## src/rtl/vga_arb.sv

```systemverilog
// Write-port arbiter and clear sequencer for the VGA frame memory (CPU hold register, dumper req/gnt, full-screen clear).
// Latency: CPU write on mem one cycle after its hold-register capture; dumper grant/mem write one cycle after req is sampled.
// Backpressure: the CPU has none (a write into a full, non-issuing hold register is dropped and flagged sticky in cpu_ovf); dmp_req is held until dmp_gnt.
//
// Ports: clk/reset (async, active-low); cpu_w/cpu_x/cpu_y/cpu_d CPU pixel strobe;
// dmp_req/dmp_x/dmp_y/dmp_d/dmp_gnt dumper handshake; clr starts a clear, busy flags it;
// ovf_clr clears the sticky cpu_ovf; mem_we/mem_x/mem_y/mem_d registered memory write port.
module vga_arb #(
    parameter int XW        = 8,
    parameter int YW        = 8,
    parameter int DW        = 3,
    parameter int XMAX      = 159,
    parameter int YMAX      = 119,
    parameter int CLR_COLOR = 0
) (
    input  logic          clk,
    input  logic          reset,
    input  logic          cpu_w,
    input  logic [XW-1:0] cpu_x,
    input  logic [YW-1:0] cpu_y,
    input  logic [DW-1:0] cpu_d,
    input  logic          dmp_req,
    input  logic [XW-1:0] dmp_x,
    input  logic [YW-1:0] dmp_y,
    input  logic [DW-1:0] dmp_d,
    output logic          dmp_gnt,
    input  logic          clr,
    input  logic          ovf_clr,
    output logic          busy,
    output logic          cpu_ovf,
    output logic          mem_we,
    output logic [XW-1:0] mem_x,
    output logic [YW-1:0] mem_y,
    output logic [DW-1:0] mem_d
);

    typedef enum logic {IDLE, CLEAR} state_t;

    localparam logic [XW-1:0] XLAST = XW'(XMAX);
    localparam logic [YW-1:0] YLAST = YW'(YMAX);
    localparam logic [DW-1:0] CCOL  = DW'(CLR_COLOR);

    state_t        state_q, state_d;
    logic          hold_vld_q, hold_vld_d;
    logic [XW-1:0] hold_x_q, hold_x_d;
    logic [YW-1:0] hold_y_q, hold_y_d;
    logic [DW-1:0] hold_d_q, hold_d_d;
    logic          last_dmp_q, last_dmp_d;   // 1 = dumper was granted last
    logic [XW-1:0] cnt_x_q, cnt_x_d;
    logic [YW-1:0] cnt_y_q, cnt_y_d;
    logic          ovf_q, ovf_d;
    logic          mem_we_q, mem_we_d;
    logic [XW-1:0] mem_x_q, mem_x_d;
    logic [YW-1:0] mem_y_q, mem_y_d;
    logic [DW-1:0] mem_d_q, mem_d_d;
    logic          dmp_gnt_q, dmp_gnt_d;

    logic cpu_iss, dmp_iss, cpu_ok, ovf_set;

    always_comb begin
        state_d    = state_q;
        hold_vld_d = hold_vld_q;
        hold_x_d   = hold_x_q;
        hold_y_d   = hold_y_q;
        hold_d_d   = hold_d_q;
        last_dmp_d = last_dmp_q;
        cnt_x_d    = cnt_x_q;
        cnt_y_d    = cnt_y_q;
        mem_we_d   = 1'b0;
        mem_x_d    = mem_x_q;
        mem_y_d    = mem_y_q;
        mem_d_d    = mem_d_q;
        dmp_gnt_d  = 1'b0;
        cpu_iss    = 1'b0;
        dmp_iss    = 1'b0;
        ovf_set    = 1'b0;
        cpu_ok     = cpu_w && (cpu_x <= XLAST) && (cpu_y <= YLAST);

        case (state_q)
            IDLE: begin
                if (clr) begin
                    state_d = CLEAR;
                    cnt_x_d = '0;
                    cnt_y_d = '0;
                end else if (hold_vld_q && dmp_req) begin
                    // Tie: whoever did not win last time goes now.
                    cpu_iss = last_dmp_q;
                    dmp_iss = !last_dmp_q;
                end else begin
                    cpu_iss = hold_vld_q;
                    dmp_iss = dmp_req;
                end
            end
            CLEAR: begin
                mem_we_d = 1'b1;
                mem_x_d  = cnt_x_q;
                mem_y_d  = cnt_y_q;
                mem_d_d  = CCOL;
                if (cnt_x_q == XLAST) begin
                    cnt_x_d = '0;
                    cnt_y_d = cnt_y_q + YW'(1);
                end else begin
                    cnt_x_d = cnt_x_q + XW'(1);
                end
                if (cnt_x_q == XLAST && cnt_y_q == YLAST) begin
                    state_d = IDLE;
                end
            end
            default: state_d = IDLE;
        endcase

        if (cpu_iss) begin
            mem_we_d   = 1'b1;
            mem_x_d    = hold_x_q;
            mem_y_d    = hold_y_q;
            mem_d_d    = hold_d_q;
            last_dmp_d = 1'b0;
            hold_vld_d = 1'b0;
        end
        if (dmp_iss) begin
            mem_we_d   = 1'b1;
            mem_x_d    = dmp_x;
            mem_y_d    = dmp_y;
            mem_d_d    = dmp_d;
            dmp_gnt_d  = 1'b1;
            last_dmp_d = 1'b1;
        end

        // Capture runs in every state; the slot is free if empty or draining this edge.
        if (cpu_ok) begin
            if (!hold_vld_q || cpu_iss) begin
                hold_vld_d = 1'b1;
                hold_x_d   = cpu_x;
                hold_y_d   = cpu_y;
                hold_d_d   = cpu_d;
            end else begin
                ovf_set = 1'b1;
            end
        end
        // A new drop outranks a simultaneous clear request.
        ovf_d = ovf_set | (ovf_q & ~ovf_clr);
    end

    always_ff @(posedge clk or negedge reset) begin
        if (!reset) begin
            state_q    <= IDLE;
            hold_vld_q <= 1'b0;
            hold_x_q   <= '0;
            hold_y_q   <= '0;
            hold_d_q   <= '0;
            last_dmp_q <= 1'b1;
            cnt_x_q    <= '0;
            cnt_y_q    <= '0;
            ovf_q      <= 1'b0;
            mem_we_q   <= 1'b0;
            mem_x_q    <= '0;
            mem_y_q    <= '0;
            mem_d_q    <= '0;
            dmp_gnt_q  <= 1'b0;
        end else begin
            state_q    <= state_d;
            hold_vld_q <= hold_vld_d;
            hold_x_q   <= hold_x_d;
            hold_y_q   <= hold_y_d;
            hold_d_q   <= hold_d_d;
            last_dmp_q <= last_dmp_d;
            cnt_x_q    <= cnt_x_d;
            cnt_y_q    <= cnt_y_d;
            ovf_q      <= ovf_d;
            mem_we_q   <= mem_we_d;
            mem_x_q    <= mem_x_d;
            mem_y_q    <= mem_y_d;
            mem_d_q    <= mem_d_d;
            dmp_gnt_q  <= dmp_gnt_d;
        end
    end

    assign busy    = (state_q == CLEAR);
    assign cpu_ovf = ovf_q;
    assign mem_we  = mem_we_q;
    assign mem_x   = mem_x_q;
    assign mem_y   = mem_y_q;
    assign mem_d   = mem_d_q;
    assign dmp_gnt = dmp_gnt_q;

endmodule

```

## config.mk

```make
export PLATFORM = sky130hd
export DESIGN_NAME = vga_arb
export DESIGN_NICKNAME = d
export VERILOG_FILES = /design/src/rtl/vga_arb.sv
export SDC_FILE = /design/constraint.sdc
export NUM_CORES = 1
export LEC_CHECK = 0
export CAP_MARGIN = 10
export CORE_ASPECT_RATIO = 1.25
export CORE_UTILIZATION = 45
export DETAILED_ROUTE_END_ITERATION = 8
export PLACE_DENSITY = 0.84
export SLEW_MARGIN = 20
export SYNTH_ARGS = -nofsm -noshare
export SYNTH_HDL_FRONTEND = slang
export SYNTH_SLANG_ARGS = --single-unit
```

## constraint.sdc

```tcl
create_clock -name clk -period 2.1 [get_ports clk]
set_input_delay 0.42 -clock clk [delete_from_list [all_inputs] [get_ports clk]]
set_output_delay 0.42 -clock clk [all_outputs]
set_load 0.02 [all_outputs]
```

==> results.toml <==
[timing]
finalCritPeriodShare_pct = 92.14
worst_slew_pin_slew_ns = 0.5173
setup_tns_ns = 0
skew_ns = 0.01123
slew_viol_final = 0
rsz0062_at_grt = "false"
fmax_ghz = 0.5168
hold_viol = 0
max_slew_margin_pct = 65.44
min_period_ns = 1.935
whs_ns = 0.06700
setup_viol = 0

[floorplanning]
dieHeight_um = 90.63
die_x_um = 72.90
dieArea_um2 = 6607
ios = 67
start_util_pct = 47.65
num_rows = 31
core_area_um2 = 5934

[route]
vias_per_cell = 5.556
first_pass_iters = 5
ant_nets = 0
drc = 0
dr_total_vias = 2278
drt_wl_total_um = 6944
drt-initial-drc-count = 153
wl_per_cell_um = 16.94

[worst_setup_path]
r2r-start = "cnt_x_q[0]"
critical-path-max-stage-delay_ns = 0.65
crit_path_cell_trace = "clkdlybuf4s50_1"
cp_slowest_cell = "clkdlybuf4s50_1"
end_kind = "output port"
r2r_setup_slack_ns = 0.27
rr_worst_depth = 5
critPathCapture = "busy"
critPathTopFamily = "buffers and inverters"
cp-start-kind = "flop"
arrival_ns = 1.51
worstReg2RegEnd = "cnt_y_q[6]"
path_buf_inv = 1
cp_num_cells = 1
crit_type = "reg -> out"
required_ns = 1.68
worstPathMaxFanout = 11
cp-startpoint = "busy"

[grt]
gr-total-overflow = 0
grt_max_degree = 61
antenna_found_initial = 0
grt_pass1_wl_um = 11550
grt_pass1_vias = 2379
track_usage_pct = 23.56

[logic_synthesis]
synthTopCellsByCount = "59 x dfrtp_1, 20 x a21oi_1, 17 x mux2i_1, 17 x o22ai_1, 14 x nand2_1"
synth_top_family_by_area = "multiplexers"
syn_area_um2 = 2828
yosys_warnings = 0
synthXorXnorAreaFrac_pct = 1.858
ys_ff_latch = 60
yosysTopAreaCellShare_pct = 52.21
ys_types = 49
synth_simple_gate_area_share_pct = 12.12
synth_area_leaders = "dfrtp_1 52%, mux2i_1 6.0%, mux2_4 4.8%"
synth_compound_area_share_pct = 13.19
synthAdderAreaFrac_pct = 0.8850
synthMostInstantiatedCell = "dfrtp_1"
synth_fp_nets = 284
muxShareOfSynthArea_pct = 14.78
synthCells = 238
synth_edf_count = 0
ys_seq_area_share_pct = 53.14
yosysTopAreaCell = "dfrtp_1"
synth_ff_type = "dfrtp_1"
async_flop_share_pct = 100.0
syn_area_per_cell_um2 = 11.88

[clock_network]
clk_path_buf_depth = 2
cts_num_sinks = 60
h-tree-depth = 3
cts-resized-gates = 0
hold_buffers = 0
clock_latency_ns = 0.35
cts_buffers = 9
postCtsSetupBuffers = 0
root_buffer = "clkbuf_8"
cts_tree = "yes"
clk_pin_slew_worst_paths_ns = 0.06

[cells_and_area]
fillers = 449
drive_gt1_share_pct = 19.51
fin_cells = 410
n_antenna_cell = 0
area_growth_pct = 35.89
fin_nets = 369
finish.utilization_pct = 64.75

[placed_design]
gp_congestion = 0.8448
placedCellCount = 394
numPortBuffers = 66
dp_hpwl_um = 4917

[status]
status = "finished clean"

[power]
leakagePower_nw = 1.681
peakVddDrop_mv = 0.4588
power_density_nw_per_um2 = 986.1
total_power_mw = 3.789

[run]
cap_viol_max_count = 0

[hold_path]
hold_class = "in -> async"
## cell type report
class                   count  area (um2)  area share, %
well taps                  82       102.6          2.670
clock buffers              15       186.4          4.852
flip-flops and latches     60        1504          39.14
repair buffers             85       810.8          21.10
inverters                   6       22.52         0.5861
multi-input cells         161        1211          31.52
clock inverters             1       5.005         0.1303
## cells by family (layout without fill, tap and decap cells)
family                     after synthesis  after routing
AOI/OAI and AO/OA                       60             60
xor gates and xnor gates                 6              6
adders and majority gates                2              2
buffers and inverters                   17            107
DFF                                     60             60
muxes                                   36             36
and+or+nand+nor                         57             57
## flip-flops by register name (all words and copies together), names as in the netlist
signal,cells
hold_vld_q,1
dmp_gnt,1
hold_x_q,8
mem_we,1
hold_d_q,3
cpu_ovf,1
busy,1
cnt_y_q,8
mem_d,3
hold_y_q,8
last_dmp_q,1
mem_x,8
mem_y,8
cnt_x_q,8
## power by group
group / switching (mW) / internal [mW] / total [mW] / leakage, nW
Sequential: 0.275 / 1.47 / 1.74 / 0.737
Clock: 0.437 / 0.557 / 0.994 / 0.0997
Combinational: 0.475 / 0.577 / 1.05 / 0.844
Total: 1.19 / 2.60 / 3.79 / 1.68
## cell usage in the layout (no fill, tap or decap), types with 5 or more instances in the layout
cell / instances
buf_4: 18
mux2_4: 9
nand2_1: 14
clkbuf_8: 13
mux2_2: 10
clkdlybuf4s50_1: 65
dfrtp_1: 58
inv_1: 5
mux2i_1: 17
nand3_1: 10
o22ai_1: 17
o21ai_0: 9
a21oi_1: 20
## stage by stage
step / worst slack (ns) / instance area, um2
6_report: 0.1650 / 3842
5_1_grt: 0.1256 / 3842
4_1_cts: 0.006271 / 3841
3_5_place_dp: 0.02958 / 3650
3_3_place_gp: 0.05282 / 3650
2_1_floorplan: 0.3612 / 2828
## metal layers
layer,vias to the layer above,part of all wire [%],GRT usage (%),wire length (um)
met4,0,3.3,14.05,228
li1,1053,-,-,-
met1,1129,41,30.12,2879
met2,74,52,37.07,3580
met5,-,0,0,0
met3,22,3.7,3.795,255
## how the worst min path moves through the flow
stage | endpoint | depth (start not counted)
final | mem_y[2] | 2
after global routing | mem_y[3] | 2
after CTS | cnt_x_q[3] | 2
after detailed placement | mem_y[2] | 2
after global placement | mem_y[1] | 2
after floorplan | busy | 0
Power figures use the tool's default switching activity.
